**src/rtl/reg_file_sb_pkg.sv**
```systemverilog
// rtl/reg_file_sb_pkg.sv - shared constants and register-index type for the register file slice
//
// Purpose : default geometry of the architectural register file and the
//           register-index type used by code built at that geometry.
// Ports   : none (package).

package reg_file_sb_pkg;

    localparam int DEFAULT_XLEN  = 32;
    localparam int DEFAULT_NREGS = 32;
    localparam int REG_AW        = $clog2(DEFAULT_NREGS);

    typedef logic [REG_AW-1:0] reg_idx_t;

endpackage

```
**src/rtl/reg_scoreboard.sv**
```systemverilog
// rtl/reg_scoreboard.sv - per-register pending-write busy bits with registered population count
//
// Purpose : tracks which architectural registers have an issued but not yet
//           written-back result.
// Ports   : clk, reset (async, active-low)
//           issue_valid/issue_rd : mark issue_rd pending at the next edge
//           we/wa                : writeback clears the pending mark of wa
//           flush                : clear every pending mark
//           busy                 : one bit per register, bit 0 always 0
//           pend_cnt             : number of set busy bits

module reg_scoreboard
    import reg_file_sb_pkg::*;
#(
    parameter int NREGS = DEFAULT_NREGS,
    localparam int AW   = $clog2(NREGS)
) (
    input  logic             clk,
    input  logic             reset,
    input  logic             issue_valid,
    input  logic [AW-1:0]    issue_rd,
    input  logic             we,
    input  logic [AW-1:0]    wa,
    input  logic             flush,
    output logic [NREGS-1:0] busy,
    output logic [AW:0]      pend_cnt
);

    logic [NREGS-1:0] busy_nxt;
    logic [AW:0]      cnt_nxt;

    // Flush beats everything; otherwise the issue set is applied after the
    // writeback clear so a same-register issue/writeback leaves the bit set
    // (the newer instruction still owes a write).
    always_comb begin
        busy_nxt = busy;
        if (flush) begin
            busy_nxt = '0;
        end else begin
            if (we) begin
                busy_nxt[wa] = 1'b0;
            end
            if (issue_valid && (issue_rd != '0)) begin
                busy_nxt[issue_rd] = 1'b1;
            end
        end
        busy_nxt[0] = 1'b0;
    end

    // Count from the next-state vector so the registered count always
    // matches the registered bits.
    always_comb begin
        cnt_nxt = '0;
        for (int i = 0; i < NREGS; i++) begin
            cnt_nxt = cnt_nxt + (AW+1)'(busy_nxt[i]);
        end
    end

    always_ff @(posedge clk or negedge reset) begin
        if (!reset) begin
            busy     <= '0;
            pend_cnt <= '0;
        end else begin
            busy     <= busy_nxt;
            pend_cnt <= cnt_nxt;
        end
    end

endmodule

```
**src/rtl/reg_file_sb.sv**
```systemverilog
// rtl/reg_file_sb.sv - 2-read/1-write register file with optional forwarding and pending-write scoreboard
//
// Purpose : architectural register file (x0 hardwired to zero) plus a
//           scoreboard reporting read-after-write hazards on the two sources.
// Ports   : clk, reset (async, active-low)
//           rs1_addr/rd1_data, rs2_addr/rd2_data : combinational read ports
//           we/wa/wd                             : writeback port
//           issue_valid/issue_rd, flush          : scoreboard control
//           rs1_busy, rs2_busy, hazard, pend_cnt : scoreboard status

module reg_file_sb
    import reg_file_sb_pkg::*;
#(
    parameter int               XLEN      = DEFAULT_XLEN,
    parameter int               NREGS     = DEFAULT_NREGS,
    parameter int               BYPASS    = 1,
    parameter logic [XLEN-1:0]  RESET_VAL = '0,
    localparam int              AW        = $clog2(NREGS)
) (
    input  logic            clk,
    input  logic            reset,
    input  logic [AW-1:0]   rs1_addr,
    input  logic [AW-1:0]   rs2_addr,
    output logic [XLEN-1:0] rd1_data,
    output logic [XLEN-1:0] rd2_data,
    input  logic            we,
    input  logic [AW-1:0]   wa,
    input  logic [XLEN-1:0] wd,
    input  logic            issue_valid,
    input  logic [AW-1:0]   issue_rd,
    input  logic            flush,
    output logic            rs1_busy,
    output logic            rs2_busy,
    output logic            hazard,
    output logic [AW:0]     pend_cnt
);

    localparam logic BYP_EN = (BYPASS != 0);

    logic [XLEN-1:0]  regs [NREGS];
    logic [NREGS-1:0] busy;
    logic             wr_en;
    logic             hit1;
    logic             hit2;

    assign wr_en = we && (wa != '0);

    // Entry 0 is held at zero and never written, so a plain index read of
    // x0 is already correct; the explicit zero mux below keeps that true
    // even if synthesis trims the constant entry.
    always_ff @(posedge clk or negedge reset) begin
        if (!reset) begin
            regs[0] <= '0;
            for (int i = 1; i < NREGS; i++) begin
                regs[i] <= RESET_VAL;
            end
        end else if (wr_en) begin
            regs[wa] <= wd;
        end
    end

    // Forwarding is purely combinational on the write port, so it also
    // works while reset is held (the write itself does not land then).
    assign hit1 = BYP_EN && wr_en && (wa == rs1_addr);
    assign hit2 = BYP_EN && wr_en && (wa == rs2_addr);

    always_comb begin
        rd1_data = (rs1_addr == '0) ? '0 : regs[rs1_addr];
        if (hit1) begin
            rd1_data = wd;
        end
    end

    always_comb begin
        rd2_data = (rs2_addr == '0) ? '0 : regs[rs2_addr];
        if (hit2) begin
            rd2_data = wd;
        end
    end

    reg_scoreboard #(
        .NREGS (NREGS)
    ) u_scoreboard (
        .clk         (clk),
        .reset       (reset),
        .issue_valid (issue_valid),
        .issue_rd    (issue_rd),
        .we          (we),
        .wa          (wa),
        .flush       (flush),
        .busy        (busy),
        .pend_cnt    (pend_cnt)
    );

    // A source being written back this cycle is no longer a hazard when the
    // value is forwarded. busy[0] is never set, so wa==0 needs no guard.
    assign rs1_busy = busy[rs1_addr] && !(BYP_EN && we && (wa == rs1_addr));
    assign rs2_busy = busy[rs2_addr] && !(BYP_EN && we && (wa == rs2_addr));
    assign hazard   = rs1_busy || rs2_busy;

endmodule

```
**config.mk**
```make
export PLATFORM = sky130hd
export DESIGN_NAME = reg_file_sb
export DESIGN_NICKNAME = d
export VERILOG_FILES = /design/src/rtl/reg_file_sb_pkg.sv /design/src/rtl/reg_scoreboard.sv /design/src/rtl/reg_file_sb.sv
export SDC_FILE = /design/constraint.sdc
export NUM_CORES = 2
export LEC_CHECK = 0
export CORE_MARGIN = 2
export CORE_UTILIZATION = 45
export CTS_BUF_LIST = sky130_fd_sc_hd__clkbuf_4
export DETAILED_ROUTE_END_ITERATION = 10
export PLACE_DENSITY_LB_ADDON = 0.1
export SLEW_MARGIN = 0
export SYNTH_ARGS = -nofsm -noshare
export SYNTH_HDL_FRONTEND = slang
export SYNTH_SLANG_ARGS = --single-unit
```
**constraint.sdc**
```tcl
create_clock -name clk -period 5.15 [get_ports clk]
set_input_delay 1.03 -clock clk [delete_from_list [all_inputs] [get_ports clk]]
set_output_delay 1.03 -clock clk [all_outputs]
set_load 0.02 [all_outputs]
```
**After elaboration in Yosys (flattened, before gate mapping)**

Cells that the tools add are included.

- Register bits after elaboration: 1061
- Bits in latches: 0
- Bits in writable memories: 0
- ROM bits: 0
- Memories kept: 0

- $add $sub $neg: 30
- $mul: 0
- Div/mod/pow operators: 0
- Order comparisons: 10
- Equal/unequal tests: 2
- Shifts and indexed selects: 0
- Muxes and demuxes: 25
- Bitwise gates (word level): 6
- Reduce and logical (&&, ||, !) cells: 18

Operator list:

| operator | number |
|---|---|
| $bwmux W1024 | 1 |
| $mux W32 | 13 |
| $bmux W32 S5 | 2 |
| $add A6 B1 Y6 | 29 |
| $demux W32 S5 | 1 |
| $and A32 B32 Y32 | 1 |
| $not A32 Y32 | 1 |
| $or A32 B32 Y32 | 1 |
| $lt A5 B6 Y1 const B | 4 |
| $ge A6 B6 Y1 const B | 3 |
| $not A5 Y6 | 3 |
| $logic_and A1 B1 Y1 | 11 |
| $bmux W1 S5 | 2 |
| $demux W1 S5 | 2 |
| $eq A5 B5 Y1 | 2 |
| $ge A5 B1 Y1 const B | 2 |
| $logic_not A5 Y1 | 2 |
| $reduce_bool A5 Y1 | 2 |
| $lt A6 B1 Y1 const B | 1 |
| $mux W1 | 4 |
| $add A1 B1 Y2 | 1 |
| $logic_not A1 Y1 | 2 |
| $logic_or A1 B1 Y1 | 1 |

**Depth between registers and ports, before layout**

- Depth in word-level cells: 41
- Gate-level depth with buffers: 24
- Depth with buffers taken out: 22

**Modules after synthesis**

From an unflattened synthesis, not the netlist that was laid out.

- Cell total of the unflattened synthesis: 3934
- Area total of the unflattened synthesis: 57769.2 µm²

By module, submodules not included:

| module | times used | cells each | area an instance (µm²) |
|---|---|---|---|
| reg_file_sb | 1 | 3685 | 55269.3 |
| reg_scoreboard | 1 | 249 | 2499.9 |

**Worst setup path after synthesis**

No wires, ideal clock.

- Kind: input to register
- From: input wa[0]
- To: register u_scoreboard.pend_cnt[4]
- Library setup time: 123 ps
- Arrival time: 6318 ps
- Required time: 5027 ps
- Setup slack: -1291 ps
- Stages on the path: 23
- Path buffers: 3
- Path through: buf_2 > and3b_1 > clkbuf_1 > nand2_1 > buf_1 > a22oi_1 > nor2_1 > ha_1 > inv_1 > fa_1 > fa_1 > fa_1 > fa_1 > fa_1 > inv_1 > fa_1 > ha_1 > inv_1 > fa_1 > inv_1 > a21o_1 > a21oi_1 > xnor2_1

- Longest elaborated chain between the ends: 41
- Elaborated cells between the ends (all ways): 42
- Those cells by class: 30 x add/sub; 2 x order compare; 6 x mux; 3 x bitwise; 1 x reduce/logical

Ends and longest elaborated chain:

| what | RTL line | RTL |
|---|---|---|
| from (decl) | reg_file_sb.sv:27 | `input logic [AW-1:0] wa,` |
| $lt A5 B6 Y1 (not written as such) / $ge A5 B1 Y1 (equally long branches) | reg_scoreboard.sv:41 | `busy_nxt[wa] = 1'b0;` |
| $logic_and A1 B1 Y1 (not written as such) | reg_scoreboard.sv:41 |  |
| $mux W1 (not written as such) | reg_scoreboard.sv:41 |  |
| $demux W1 S5 (*) | - |  |
| $not A32 Y32 (no source line) (*) | - |  |
| $and A32 B32 Y32 (no source line) (*) | - |  |
| $mux W32 (*) | reg_scoreboard.sv:40 | `if (we) begin` |
| $mux W32 (*) | reg_scoreboard.sv:37 | `if (flush) begin` |
| $or A32 B32 Y32 (no source line) | - |  |
| $mux W32 (*) | reg_scoreboard.sv:43 | `if (issue_valid && (issue_rd != '0)) begin` |
| $mux W32 (*) | reg_scoreboard.sv:37 |  |
| named net u_scoreboard.busy_nxt[2] | reg_scoreboard.sv:29 | `logic [NREGS-1:0] busy_nxt;` |
| $add A1 B1 Y2 (*) | reg_scoreboard.sv:55 | `cnt_nxt = cnt_nxt + (AW+1)'(busy_nxt[i]);` |
| $add A6 B1 Y6 (*) (29 in a row) | reg_scoreboard.sv:55 |  |
| named net u_scoreboard.cnt_nxt[4] | reg_scoreboard.sv:30 | `logic [AW:0] cnt_nxt;` |
| to (signal assigned) | reg_scoreboard.sv:65 | `pend_cnt <= cnt_nxt;` |
| to (decl) | reg_scoreboard.sv:26 | `output logic [AW:0] pend_cnt` |

Mark *: on every way through the listed nets, which the timed path passes. The rest lies on a longest branch. The select of a mux whose other input is x is not followed.
A chain may end at the register's enable or synchronous reset.

**Worst setup path in the final report**

- From: input issue_rd[0]
- To: register u_scoreboard.pend_cnt[4]

- Longest elaborated chain between the ends: 37
- Elaborated cells between the ends (all ways): 40
- Those cells by class: 30 x add/sub; 2 x order compare; 4 x mux; 1 x bitwise; 3 x reduce/logical

Ends and longest elaborated chain:

| what | RTL line | RTL |
|---|---|---|
| from (decl) | reg_file_sb.sv:30 | `input logic [AW-1:0] issue_rd,` |
| $lt A5 B6 Y1 (not written as such) / $ge A5 B1 Y1 (equally long branches) | reg_scoreboard.sv:44 | `busy_nxt[issue_rd] = 1'b1;` |
| $logic_and A1 B1 Y1 (not written as such) | reg_scoreboard.sv:44 |  |
| $mux W1 (not written as such) | reg_scoreboard.sv:44 |  |
| $demux W1 S5 | - |  |
| $or A32 B32 Y32 (no source line) | - |  |
| $mux W32 (*) | reg_scoreboard.sv:43 |  |
| $mux W32 (*) | reg_scoreboard.sv:37 |  |
| $add A1 B1 Y2 | reg_scoreboard.sv:55 |  |
| $add A6 B1 Y6 (28 in a row) | reg_scoreboard.sv:55 |  |
| $add A6 B1 Y6 (*) | reg_scoreboard.sv:55 |  |
| named net u_scoreboard.cnt_nxt[4] | reg_scoreboard.sv:30 |  |

Mark *: on every way through the listed nets, which the timed path passes. The rest lies on a longest branch.

==> flow_summary_export.csv <==
group,metric,value,unit
run_status,status,"finished, violations left",
run_status,violations,"setup timing",
drt,vias_per_cell,6.340,
sta,worst-slew-pin-transition,1.087,ns
global_route,overflow,0,
logic_synthesis,syn_area,0.05781,mm^2
drt,top_layer,"met5",
setup_path,crit_arrival,6.36,ns
worst_hold_path,hold_path.class,"primary input to flop",
setup_path,cp-start-kind,"primary input",
cts,cts_tree,"yes",
setup_path,r2r_start,"u_scoreboard.busy[2]",
placement,pre_cts_ws,-1.595,ns
sta,max_freq,193.2,MHz
layout,drive_gt1_frac,0.4519,
setup_path,slowest_delay,0.58,ns
logic_synthesis,synthDistinctLibCells,55,
sta,rsz0062_at_grt,"yes",
drt,drc,0,
logic_synthesis,ys_warn_count,0,
sta,maxSlewViolCount,0,
cts,clock_latency,1.29,ns
placement,io_buffers,129,
setup_path,critPathMaxFanout,7,
sta,setup_violations,1,
sta,fin_crit_sh,1.005,
layout,fill_cells,11110,
die,die_y,362.4,um
logic_synthesis,seq_area_frac_synth,0.4593,
layout,final_nets,4570,
setup_path,crit_type,"primary input to flop",
logic_synthesis,synth-simple-area-share,0.03984,
setup_path,worst_r2r_path_depth,18,
logic_synthesis,synth_xor_area_frac,0.001969,
drt,met2WireLength,91650,um
layout,layout_commonest_cell,"dfrtp_1",
layout,fin_cells,6367,
logic_synthesis,synth_compound_area_frac,0.05854,
placement,placed_cells,5809,
logic_synthesis,synthCells,4160,
pwr,p_per_area,358.4,mW/mm^2
drt,wl_met3,16820,um
logic_synthesis,synth_top_family_by_area,"multiplexers",
global_route,grt_max_degree,97,
logic_synthesis,synth_edf_count,0,
cts,clock-sinks,1061,
die,io_pins,130,
drt,vias,40370,
logic_synthesis,ys_async_sr_fraction,1.000,
setup_path,reg2reg_slack,0.01,ns
sta,setup_ws,-0.02653,ns
setup_path,timing.rr.end,"u_scoreboard.pend_cnt[4]",
logic_synthesis,yosys-mux-area-fraction,0.3907,
global_route,grt_pass1_vias,41300,
logic_synthesis,synthAdderAreaFrac,0.009912,
layout,final_cell_mix,"dfrtp_1 (1,059), mux2_2 (789), clkbuf_4 (453)",
setup_path,end_kind,"flop",
placement,gp_congestion,0.8699,
sta,min_period,5.177,ns
drt,detail-route-antenna-nets,0,
setup_path,crit_chain,"clkdlybuf4s50_1 -> nand2_1 -> nor2_2 -> buf_4 -> nand2_1 -> a21o_1 -> fa_1 -> fa_1 -> inv_1 -> fa_1 -> inv_1 -> fa_1 -> fa_1 -> inv_2 -> fa_1 -> ha_4 -> inv_2 -> fa_2 -> inv_2 -> a21o_1 -> a21oi_2 -> xnor2_1",
sta,tns,-0.02653,ns
sta,finalHoldViolCount,0,
global_route,track_usage,0.3073,
cts,clk_pin_slew,0.07,ns
logic_synthesis,synth.avg_cell_area,13.90,um^2
cts,ctsRootBufferMaster,"clkbuf_4",
setup_path,crit_top_cell,"fa_1",
die,rows,131,
drt,routed_wl,200000,um
cts,clk_path_buf_depth,4,
sta,slew_headroom,0.2751,
layout,syn_to_final_growth,15.41,%
pwr,leakagePower,29.41,nW
die,fp.coreArea,0.1275,mm^2
pwr,ir_drop,0.2926,mV
logic_synthesis,ys.flop_type,"dfrtp_1",
die,die_area,0.1314,mm^2
drt,first_pass_iters,6,
logic_synthesis,ys_ff_latch,1061,
sta,skew,0.07397,ns
global_route,grt_pass1_wl,292700,um
drt,wirelength_met1,86100,um
setup_path,crit_path_start,"issue_rd[0]",
global_route,antenna_found_initial,8,
flow_run,drv_cap,0,
die,start_util,0.4534,
placement,place_hpwl,119600,um
setup_path,crit_slowest_cell,"fa_1",
drt,first_iter_violations,3612,
setup_path,crit_path_end,"u_scoreboard.pend_cnt[4]",
logic_synthesis,syn_nets,4249,
die,die_x,362.4,um
cts,htreeDepth,5,
setup_path,required,6.33,ns
cts,cts_made_buffers,321,
drt,avgRoutedWirePerCell,31.41,um
[where the power goes]
| group | internal [mW] | leakage [nW] | switching [mW] |
|---|---|---|---|
| logic | 2.97 | 13.5 | 2.13 |
| clock network | 4.02 | 2.25 | 3.80 |
| registers | 9.87 | 13.6 | 1.11 |
[cell usage after synthesis, types with 4 or more instances]
cell type  number  share of area
nand2_1       106         0.0069
a211oi_1       94          0.012
mux2_1        263          0.051
or3_1          30         0.0032
buf_6           8         0.0016
mux4_2        432           0.17
nor2b_1       129          0.014
dfrtp_1      1061           0.46
nor2_1         96         0.0062
o21ai_1        60         0.0052
buf_2         119          0.010
ha_1            9         0.0019
o211ai_1       29         0.0038
and3_1          4        0.00043
xnor2_1         9         0.0014
buf_4          36         0.0047
xor2_1          4        0.00061
o22ai_1         4        0.00043
o21ai_0        18         0.0016
a32oi_1         4        0.00061
mux2_2        789           0.15
a21oi_1       106         0.0092
mux2i_1       101          0.017
inv_1          54         0.0035
a31oi_1        30         0.0032
fa_1           23         0.0080
buf_1          53         0.0034
nor4_1         28         0.0030
nand3b_1        5        0.00065
clkbuf_1      249          0.016
nor3b_1         9         0.0012
a22o_1          4        0.00061
a41oi_1        31         0.0047
a21o_1         19         0.0025
o221ai_1       31         0.0047
nand3_1        11        0.00095
a22oi_1        68         0.0088
[cell families after synthesis]
kind of cell               after synthesis
AOI/OAI and AO/OA                      505
xor gates and xnor gates                13
adders and majority gates               32
buffers and inverters                  521
DFF                                   1061
muxes                                 1585
and+or+nand+nor                        443
[layer usage]
metal / vias to the layer above / track usage
met5: - / 0
li1: 16650 / -
met3: 333 / 0.07613
met1: 21600 / 0.4344
met4: 4 / 0.09511
met2: 1776 / 0.4682
[worst min-delay path by stage]
| stage | start | end | slack (ns) | cells after the start |
|---|---|---|---|---|
| 2_1_floorplan | regs[1000] | regs[1000] | 0.42 | 1 |
| 3_3_place_gp | regs[1019] | regs[1019] | 0.36 | 0 |
| 3_5_place_dp | regs[1018] | regs[1018] | 0.36 | 0 |
| 4_1_cts | reset | regs[476] | 0.30 | 2 |
| 5_1_grt | issue_valid | u_scoreboard.busy[2] | 0.23 | 5 |
| 6_report | issue_valid | u_scoreboard.busy[2] | 0.27 | 5 |
[repair_timing]
item,CTS,global route
hold buffers,1,0
resized for setup,2,38
pin swaps,0,17
setup buffers,2,8
setup endpoints to repair,3,9
endpoints found under the hold margin,67,0
[sequential cells by signal (all words and copies together), names as in the netlist]
| signal | cells |
|---|---|
| u_scoreboard.pend_cnt | 6 |
| u_scoreboard.busy | 31 |
| regs | 1024 |
[critical path, delay by kind of cell]
family                     cells  cell delay [ns]
adders and majority gates      8             3.63
buffers and inverters          7             0.93
AOI/OAI and AO/OA              3             0.39
and+or+nand+nor                3             0.27
xor gates and xnor gates       1             0.12
[cell type report]
cell class / count / area, um^2 / area share
clock buffer: 453 / 3401 / 0.05097
tap: 1662 / 2079 / 0.03117
clock inverter: 87 / 336.6 / 0.005044
timing repair buffer: 463 / 4760 / 0.07133
multi-input combinational: 2578 / 29360 / 0.4401
inverter: 56 / 211.5 / 0.003169
sequential: 1061 / 26550 / 0.3980
antenna: 7 / 17.52 / 0.0002625
[stage by stage]
step	total power [mW]	instance area [um^2]	util	hold slack, ns
floorplan	14.36	57900	-	0.4246
global placement	16.05	62790	0.4924	0.3604
detailed placement	16.18	62790	0.4924	0.3632
CTS	24.08	66550	0.5219	0.3036
global route	25.16	66720	0.5232	0.2319
finish	23.92	66720	0.5232	0.2695
No activity file was read; power rests on OpenSTA's default activity.
